[src/rtl/coin_acceptor.sv]
// coin_acceptor: coin-slot front end. Synchronises the raw optical sensor,
// measures each pulse width in clock cycles and emits a single-cycle coin
// code (01 = 5 units, 10 = 10 units) or a reject pulse. A pulse that stays
// high for STUCK_MAX cycles raises fault until GAP consecutive lows are seen.
// Optional feature: define COIN_ACCEPTOR_TALLY_EN to build the saturating
// nickel/dime/reject tally counters; otherwise the tally outputs read zero.
module coin_acceptor #(
  parameter int unsigned CW        = 8,
  parameter int unsigned N5_MIN    = 4,
  parameter int unsigned N5_MAX    = 8,
  parameter int unsigned N10_MIN   = 12,
  parameter int unsigned N10_MAX   = 20,
  parameter int unsigned STUCK_MAX = 255,
  parameter int unsigned GAP       = 4
) (
  input  logic        clk,
  input  logic        rst,
  input  logic        sense,
  output logic [1:0]  coin,
  output logic        reject,
  output logic        fault,
  output logic        busy,
  output logic [15:0] nickel_cnt,
  output logic [15:0] dime_cnt,
  output logic [15:0] reject_cnt
);

  localparam int unsigned GW = $clog2(GAP + 2);

  localparam logic [CW-1:0] C5_MIN     = CW'(N5_MIN);
  localparam logic [CW-1:0] C5_MAX     = CW'(N5_MAX);
  localparam logic [CW-1:0] C10_MIN    = CW'(N10_MIN);
  localparam logic [CW-1:0] C10_MAX    = CW'(N10_MAX);
  localparam logic [CW-1:0] STUCK_LAST = CW'(STUCK_MAX - 1);
  localparam logic [GW-1:0] GAP_LAST   = GW'(GAP - 1);
  localparam logic [GW-1:0] ARM_LAST   = GW'(1);

  typedef enum logic [2:0] {ARM, IDLE, MEASURE, GAPWAIT, FAULT} state_t;

  state_t        state;
  logic          s1;
  logic          sense_s;
  logic [CW-1:0] cnt;
  logic [GW-1:0] gap;
  logic          in5;
  logic          in10;
  logic          done;

  // Two-flop synchroniser for the asynchronous sensor.
  always_ff @(posedge clk) begin
    if (rst) begin
      s1      <= 1'b0;
      sense_s <= 1'b0;
    end else begin
      s1      <= sense;
      sense_s <= s1;
    end
  end

  assign in5  = (cnt >= C5_MIN)  && (cnt <= C5_MAX);
  assign in10 = (cnt >= C10_MIN) && (cnt <= C10_MAX);
  assign done = (state == MEASURE) && !sense_s;

  // Pulse measurement / classification state machine with registered outputs.
  always_ff @(posedge clk) begin
    if (rst) begin
      state  <= ARM;
      cnt    <= '0;
      gap    <= '0;
      coin   <= '0;
      reject <= 1'b0;
      fault  <= 1'b0;
      busy   <= 1'b1;
    end else begin
      coin   <= done && in5  ? 2'b01 :
                done && in10 ? 2'b10 : 2'b00;
      reject <= done && !in5 && !in10;
      case (state)
        // Both synchroniser stages must read low on two consecutive edges:
        // the flops cleared by reset would otherwise pass for a low sensor
        // and a coin already in the beam would be measured.
        ARM: begin
          if (s1 || sense_s) begin
            gap <= '0;
          end else if (gap == ARM_LAST) begin
            gap   <= '0;
            state <= IDLE;
            busy  <= 1'b0;
          end else begin
            gap <= gap + GW'(1);
          end
        end
        IDLE: begin
          if (sense_s) begin
            cnt   <= CW'(1);
            state <= MEASURE;
            busy  <= 1'b1;
          end
        end
        MEASURE: begin
          if (sense_s) begin
            cnt <= cnt + CW'(1);
            if (cnt == STUCK_LAST) begin
              fault <= 1'b1;
              state <= FAULT;
            end
          end else begin
            gap   <= '0;
            state <= GAPWAIT;
          end
        end
        GAPWAIT, FAULT: begin
          if (sense_s) begin
            gap <= '0;
          end else if (gap == GAP_LAST) begin
            gap   <= '0;
            fault <= 1'b0;
            state <= IDLE;
            busy  <= 1'b0;
          end else begin
            gap <= gap + GW'(1);
          end
        end
        default: begin
          state <= ARM;
          busy  <= 1'b1;
        end
      endcase
    end
  end

`ifdef COIN_ACCEPTOR_TALLY_EN
  // Saturating tallies, bumped on the same edge the matching output fires.
  always_ff @(posedge clk) begin
    if (rst) begin
      nickel_cnt <= '0;
      dime_cnt   <= '0;
      reject_cnt <= '0;
    end else begin
      if (done && in5 && (nickel_cnt != '1))
        nickel_cnt <= nickel_cnt + 16'd1;
      if (done && in10 && (dime_cnt != '1))
        dime_cnt <= dime_cnt + 16'd1;
      if (done && !in5 && !in10 && (reject_cnt != '1))
        reject_cnt <= reject_cnt + 16'd1;
    end
  end
`else
  assign nickel_cnt = '0;
  assign dime_cnt   = '0;
  assign reject_cnt = '0;
`endif

endmodule

[config.mk]
export PLATFORM = sky130hd
export DESIGN_NAME = coin_acceptor
export DESIGN_NICKNAME = d
export VERILOG_FILES = /design/src/rtl/coin_acceptor.sv
export SDC_FILE = /design/constraint.sdc
export NUM_CORES = 1
export LEC_CHECK = 0
export ABC_AREA = 1
export BUFFER_PORTS_ARGS = -buffer_cell sky130_fd_sc_hd__buf_2
export CORE_ASPECT_RATIO = 1.2
export CORE_MARGIN = 1.5
export CORE_UTILIZATION = 45
export CTS_CLUSTER_SIZE = 10
export DETAILED_ROUTE_END_ITERATION = 7
export PLACE_DENSITY_LB_ADDON = 0.25
export SLEW_MARGIN = 20
export SYNTH_ARGS = -nofsm -noshare
export SYNTH_HDL_FRONTEND = slang
export SYNTH_SLANG_ARGS = --single-unit
[constraint.sdc]
create_clock -name clk -period 1.23 [get_ports clk]
set_input_delay 0.0615 -clock clk [delete_from_list [all_inputs] [get_ports clk]]
set_output_delay 0.0615 -clock clk [all_outputs]
set_load 0.005 [all_outputs]
* Yosys cells after proc, flatten, opt, wreduce, memory -nomap -nowiden *
Index checks and enable logic that the tools add are counted.

word-level totals
  memories = 0
  bits in registers = 21
  memory bits (writable) = 0
  logic and storage cells = 83
  latch bits = 0
  memory bits (read-only) = 0

cells by class
  reductions and logical operators = 22
  eq/ne operators = 16
  shift operators = 0
  multipliers = 0
  multiplexer cells = 28
  add/sub/neg operators = 2
  div/mod/pow operators = 0
  bitwise gates (word level) = 1
  order comparisons = 4

operators with widths
  operator             count
  $mux 3               12
  $mux 8               2
  $pmux 8 s2           1
  $ne 2x2->1 const B   7
  $pmux 3 s4           1
  $reduce_and 6->1     2
  $eq 3x2->1 const B   3
  $pmux 3 s3           1
  $add 8x1->8 const B  1
  $eq 8x8->1 const B   1
  $ge 8x3->1 const B   1
  $ge 8x4->1 const B   1
  $le 8x4->1 const B   1
  $le 8x5->1 const B   1
  $mux 1               8
  $logic_and 1x1->1    7
  $eq 3x1->1 const B   2
  $reduce_and 5->1     1
  $pmux 1 s4           1
  $reduce_bool 2->1    2
  $reduce_or 2->1      2
  $add 3x1->3 const B  1
  $eq 3x3->1 const B   1
  $logic_not 1->1      3
  other kinds (10)     10

* Logic depth before layout (Yosys ltp) *
  depth in word-level cells = 5
  mapped depth = 11

* Worst setup path after synthesis *
No wires, ideal clock.

  path type = register to register
  start = reg gap[0]
  end = reg busy
  cell stages (with the launch flop) = 8
  arrival time = 1.149 ns
  path buffers = 0
  setup time = 0.129 ns
  clock period less this slack = 1.278 ns
  setup slack = -0.048 ns
  cell sequence = dfxtp_1 > ha_1 > ha_1 > nand2_1 > nand2_4 > nand3_2 > o21ai_0 > nand3_1

between the ends
  cells in the longest elaborated chain, start to end = 3
  elaborated cells on any way between the ends = 5
  those cells by class = eq/ne (4); reduce/logical (1)

ends and longest elaborated chain
  item                                      line     source
  start, declared                           44       logic [GW-1:0] gap;
  start signal, assigned                    90       gap <= gap + GW'(1);
  start signal, assigned                    121      gap <= gap + GW'(1);
  $eq 3x1->1 or $eq 3x2->1 (tied branches)  85, 115
  $ne 2x2->1 (no source line)               --
  $reduce_and 6->1 (no source line) *       --
  end signal, assigned                      88       busy <= 1'b0;
  end signal, assigned                      97       busy <= 1'b1;
  end signal, assigned                      119      busy <= 1'b0;
  end, declared                             22       output logic busy,

Mark *: on every way between the ends. The rest lies on a longest branch, timed or not.
A chain may end at the register's enable or synchronous reset.

* Worst setup path after layout *
  start = reg gap[1]
  end = reg gap[1]

between the ends
  cells in the longest elaborated chain, start to end = 4
  elaborated cells on any way between the ends = 8
  those cells by class = add/sub (1); eq/ne (2); mux (5)

ends and longest elaborated chain
  item                                       line     source
  $add 3x1->3, or another cell as far along  90, 121
  $mux 3, on equally long branches           115, 85
  $mux 3, on equally long branches           113, 83
  $pmux 3 s3 *                               78       case (state)

Marks and branches as above.

==> results.sh <==
export IMPL_status="finished, violations left"
export IMPL_failed_checks="negative setup slack"
export IMPL_chipHeight_um=67.8
export IMPL_seqCellArea_um2=445
export IMPL_gr_total_overflow=0
export IMPL_ios=56
export IMPL_yosysTopAreaCell="dfxtp_1"
export IMPL_start_kind="flip-flop"
export IMPL_slowest_stage="dfxtp_2"
export IMPL_yosysWarnings=0
export IMPL_drtIter0Drc=48
export IMPL_synthCells=232
export IMPL_dieArea_um2=3860
export IMPL_clock_sinks=21
export IMPL_syn_to_final_growth_pct=30.9
export IMPL_fillers=315
export IMPL_rows=23
export IMPL_pwr_share_seq_pct=30.0
export IMPL_die_w_um=57.0
export IMPL_power_frac_clock_pct=14.5
export IMPL_grt_pass1_vias=1204
export IMPL_async_flop_share_pct=0
export IMPL_fin_nets=287
export IMPL_synth_area_leaders="dfxtp_1, buf_4, nand2_1"
export IMPL_fin_cells=313
export IMPL_multi_input_comb_area_um2=1080
export IMPL_final_max_slew_viol_count=0
export IMPL_switchingPower_mw=1.28
export IMPL_worst_ep_required_time_ns=1.44
export IMPL_arrival_ns=1.49
export IMPL_coreArea_um2=3340
export IMPL_fmax_mhz=782
export IMPL_clk_latency_ns=0.26
export IMPL_grt_antenna_before_repair=0
export IMPL_synth_area_um2=1570
export IMPL_num_vias=1379
export IMPL_setup_ws_ns=-0.0487
export IMPL_critical_path_class="flip-flop to flip-flop"
export IMPL_synth_most_common_cell="buf_4"
export IMPL_routedWlPerCell_um=9.88
export IMPL_drtPass1Iterations=4
export IMPL_cts_root_buffer="clkbuf_8"
export IMPL_utilization_pct=61.7
export IMPL_ant_nets=0
export IMPL_max_stage_delay_ns=0.36
export IMPL_rsz0062_at_grt="true"
export IMPL_cpMostUsedCell="inv_2"
export IMPL_io_buffers=7
export IMPL_ys_flop_type="dfxtp_1"
export IMPL_grt_pass1_wl_mm=4.99
export IMPL_globalplace_congestion=0.818
export IMPL_intPower_mw=1.86
export IMPL_seq_area_frac_synth_pct=26.7
export IMPL_hold_class="primary input to flip-flop"
export IMPL_synth_edf_count=0
export IMPL_htree_levels=1
export IMPL_path_clk_slew_ns=0.08
export IMPL_ys_ff_latch=21
export IMPL_place_area_um2=1680
export IMPL_finClkSkew_ns=0.00325
export IMPL_fin_crit_ns=1.28
export IMPL_dp_cells=298
export IMPL_numCtsBuffers=3
export IMPL_max_clock_path_buffers=2
export IMPL_min_period_over_period_pct=104
export IMPL_cap_violations=0
export IMPL_cts_tree="done"
export IMPL_pwr_share_comb_pct=55.4
export IMPL_num_antenna_cells=0
export IMPL_drive_above_1_share_pct=40.2
export IMPL_viasPerCell=4.41
export IMPL_swShare_pct=40.8
export IMPL_grt_total_usage_pct=16.5
export IMPL_pre_cts_slack_ns=-0.146
export IMPL_finalSetupViolations=3
export IMPL_leakage_nw=0.940
export IMPL_synth_common_cells="buf_4, nand2_1, nor2_1, inv_1, dfxtp_1"
export IMPL_crit_path_cell_trace="inv_2, ha_4, inv_2, nor2_4, buf_4, nor3_2, nand2_1, nand3_2, nand3_1, inv_1"
export IMPL_routed_wirelength_mm=3.09
export IMPL_synth_avg_cell_area_um2=6.78
export IMPL_start_util_pct=47.2
export IMPL_vdd_drop_max_mv=1.03
export IMPL_powerDensity_nw_per_um2=1520
export IMPL_dp_hpwl_mm=2.15
export IMPL_final_area_um2=2060
export IMPL_synthDistinctLibCells=24
export IMPL_critPathMaxFanout=2
export IMPL_grt_max_degree=14
export IMPL_endpoint_kind="flip-flop"
export IMPL_yosysTopAreaCellShare_pct=26.7
export IMPL_drc=0
export IMPL_hold_viol_final=0
through the flow:
stage	power, mW	hold WS, ns	TNS (ns)
after floorplan	1.78	0.131	0
after global placement	2.08	0.268	-0.964
after detailed placement	2.08	0.271	-1.21
after CTS	2.90	0.00223	-0.184
after global routing	3.40	0.0214	-1.00
final	3.14	0.000294	-0.0974
area by class of cell:
type,instances,area share (%)
sequential,21,21.6
tap,37,2.25
multi-input combinational,183,52.3
clock buffer,3,2.00
clock inverter,1,0.243
timing repair buffer,42,16.3
inverter,26,5.22
power by group through the flow:
| stage | Clock (mW) | Combinational, mW | Sequential (mW) |
|---|---|---|---|
| floorplan | 0 | 0.900 | 0.885 |
| global placement | 0 | 1.19 | 0.886 |
| detailed placement | 0 | 1.20 | 0.889 |
| CTS | 0.465 | 1.51 | 0.926 |
| global route | 0.496 | 1.94 | 0.961 |
| finish | 0.456 | 1.74 | 0.942 |
metal layers:
metal  up-vias  global-route usage [%]  wire length, um
met3         6                    1.72               97
met1       620                    19.0             1310
li1        717                       -                -
met4         0                    7.85               62
met2        36                    30.5             1630
met5         -                       0                0
final timing paths:
check / from / end / slack, ns / cells past startpoint
worst max-delay path: gap[1] / gap[1] / -0.05 / 10
worst min-delay path: sense / s1 / 0.0003 / 3
worst max register to register: gap[1] / gap[1] / -0.05 / 10
worst min register to register: s1 / sense_s / 0.43 / 2
flip-flops by register name, summed over array words and instances, names as in the netlist:
signal / cells
state: 3
busy: 1
gap: 3
sense_s: 1
coin: 2
fault: 1
s1: 1
cnt: 8
reject: 1
layout by cell type (no fill, tap or decap), types with 2 or more instances in the layout:
cell type / count
dfxtp_2: 8
nand4_1: 4
nor2_1: 22
ha_1: 2
buf_6: 3
nor2_4: 5
inv_1: 15
nand2_2: 9
nand2_1: 36
inv_4: 4
nand3_2: 4
buf_2: 7
clkbuf_8: 3
buf_12: 2
nand3_4: 3
nand2_4: 5
nand3_1: 4
nor2_2: 5
o21ai_0: 6
inv_2: 7
ha_4: 5
o21ai_1: 5
a21oi_2: 2
buf_4: 29
a21oi_1: 8
dfxtp_4: 4
nor3_2: 4
dfxtp_1: 9
conb_1: 48
worst max-delay path: cells and delay by family (launching register included):
family,cells,cell delay [ns]
AND/OR/NAND/NOR,5,0.40
flip-flops,1,0.36
buffers and inverters,4,0.31
adder cells (fa/ha/maj),1,0.15
what timing repair did:
item                                    CTS  global route
hold endpoints to repair                  2             0
endpoints found under the setup margin   17            18
hold buffers                              1             0
resized for setup                        40            39
setup buffers                             8             2
pin swaps                                18            31
cell families after synthesis:
group | after synthesis | share of synthesized area (%)
XOR/XNOR | 1 | 0.557
AND/OR/NAND/NOR | 105 | 30.4
other | 1 | 0.238
adder cells (fa/ha/maj) | 7 | 5.56
AO/OA/AOI/OAI | 22 | 7.15
flip-flops | 21 | 26.7
buffers and inverters | 75 | 29.3
No activity file was read; power rests on OpenSTA's default activity.
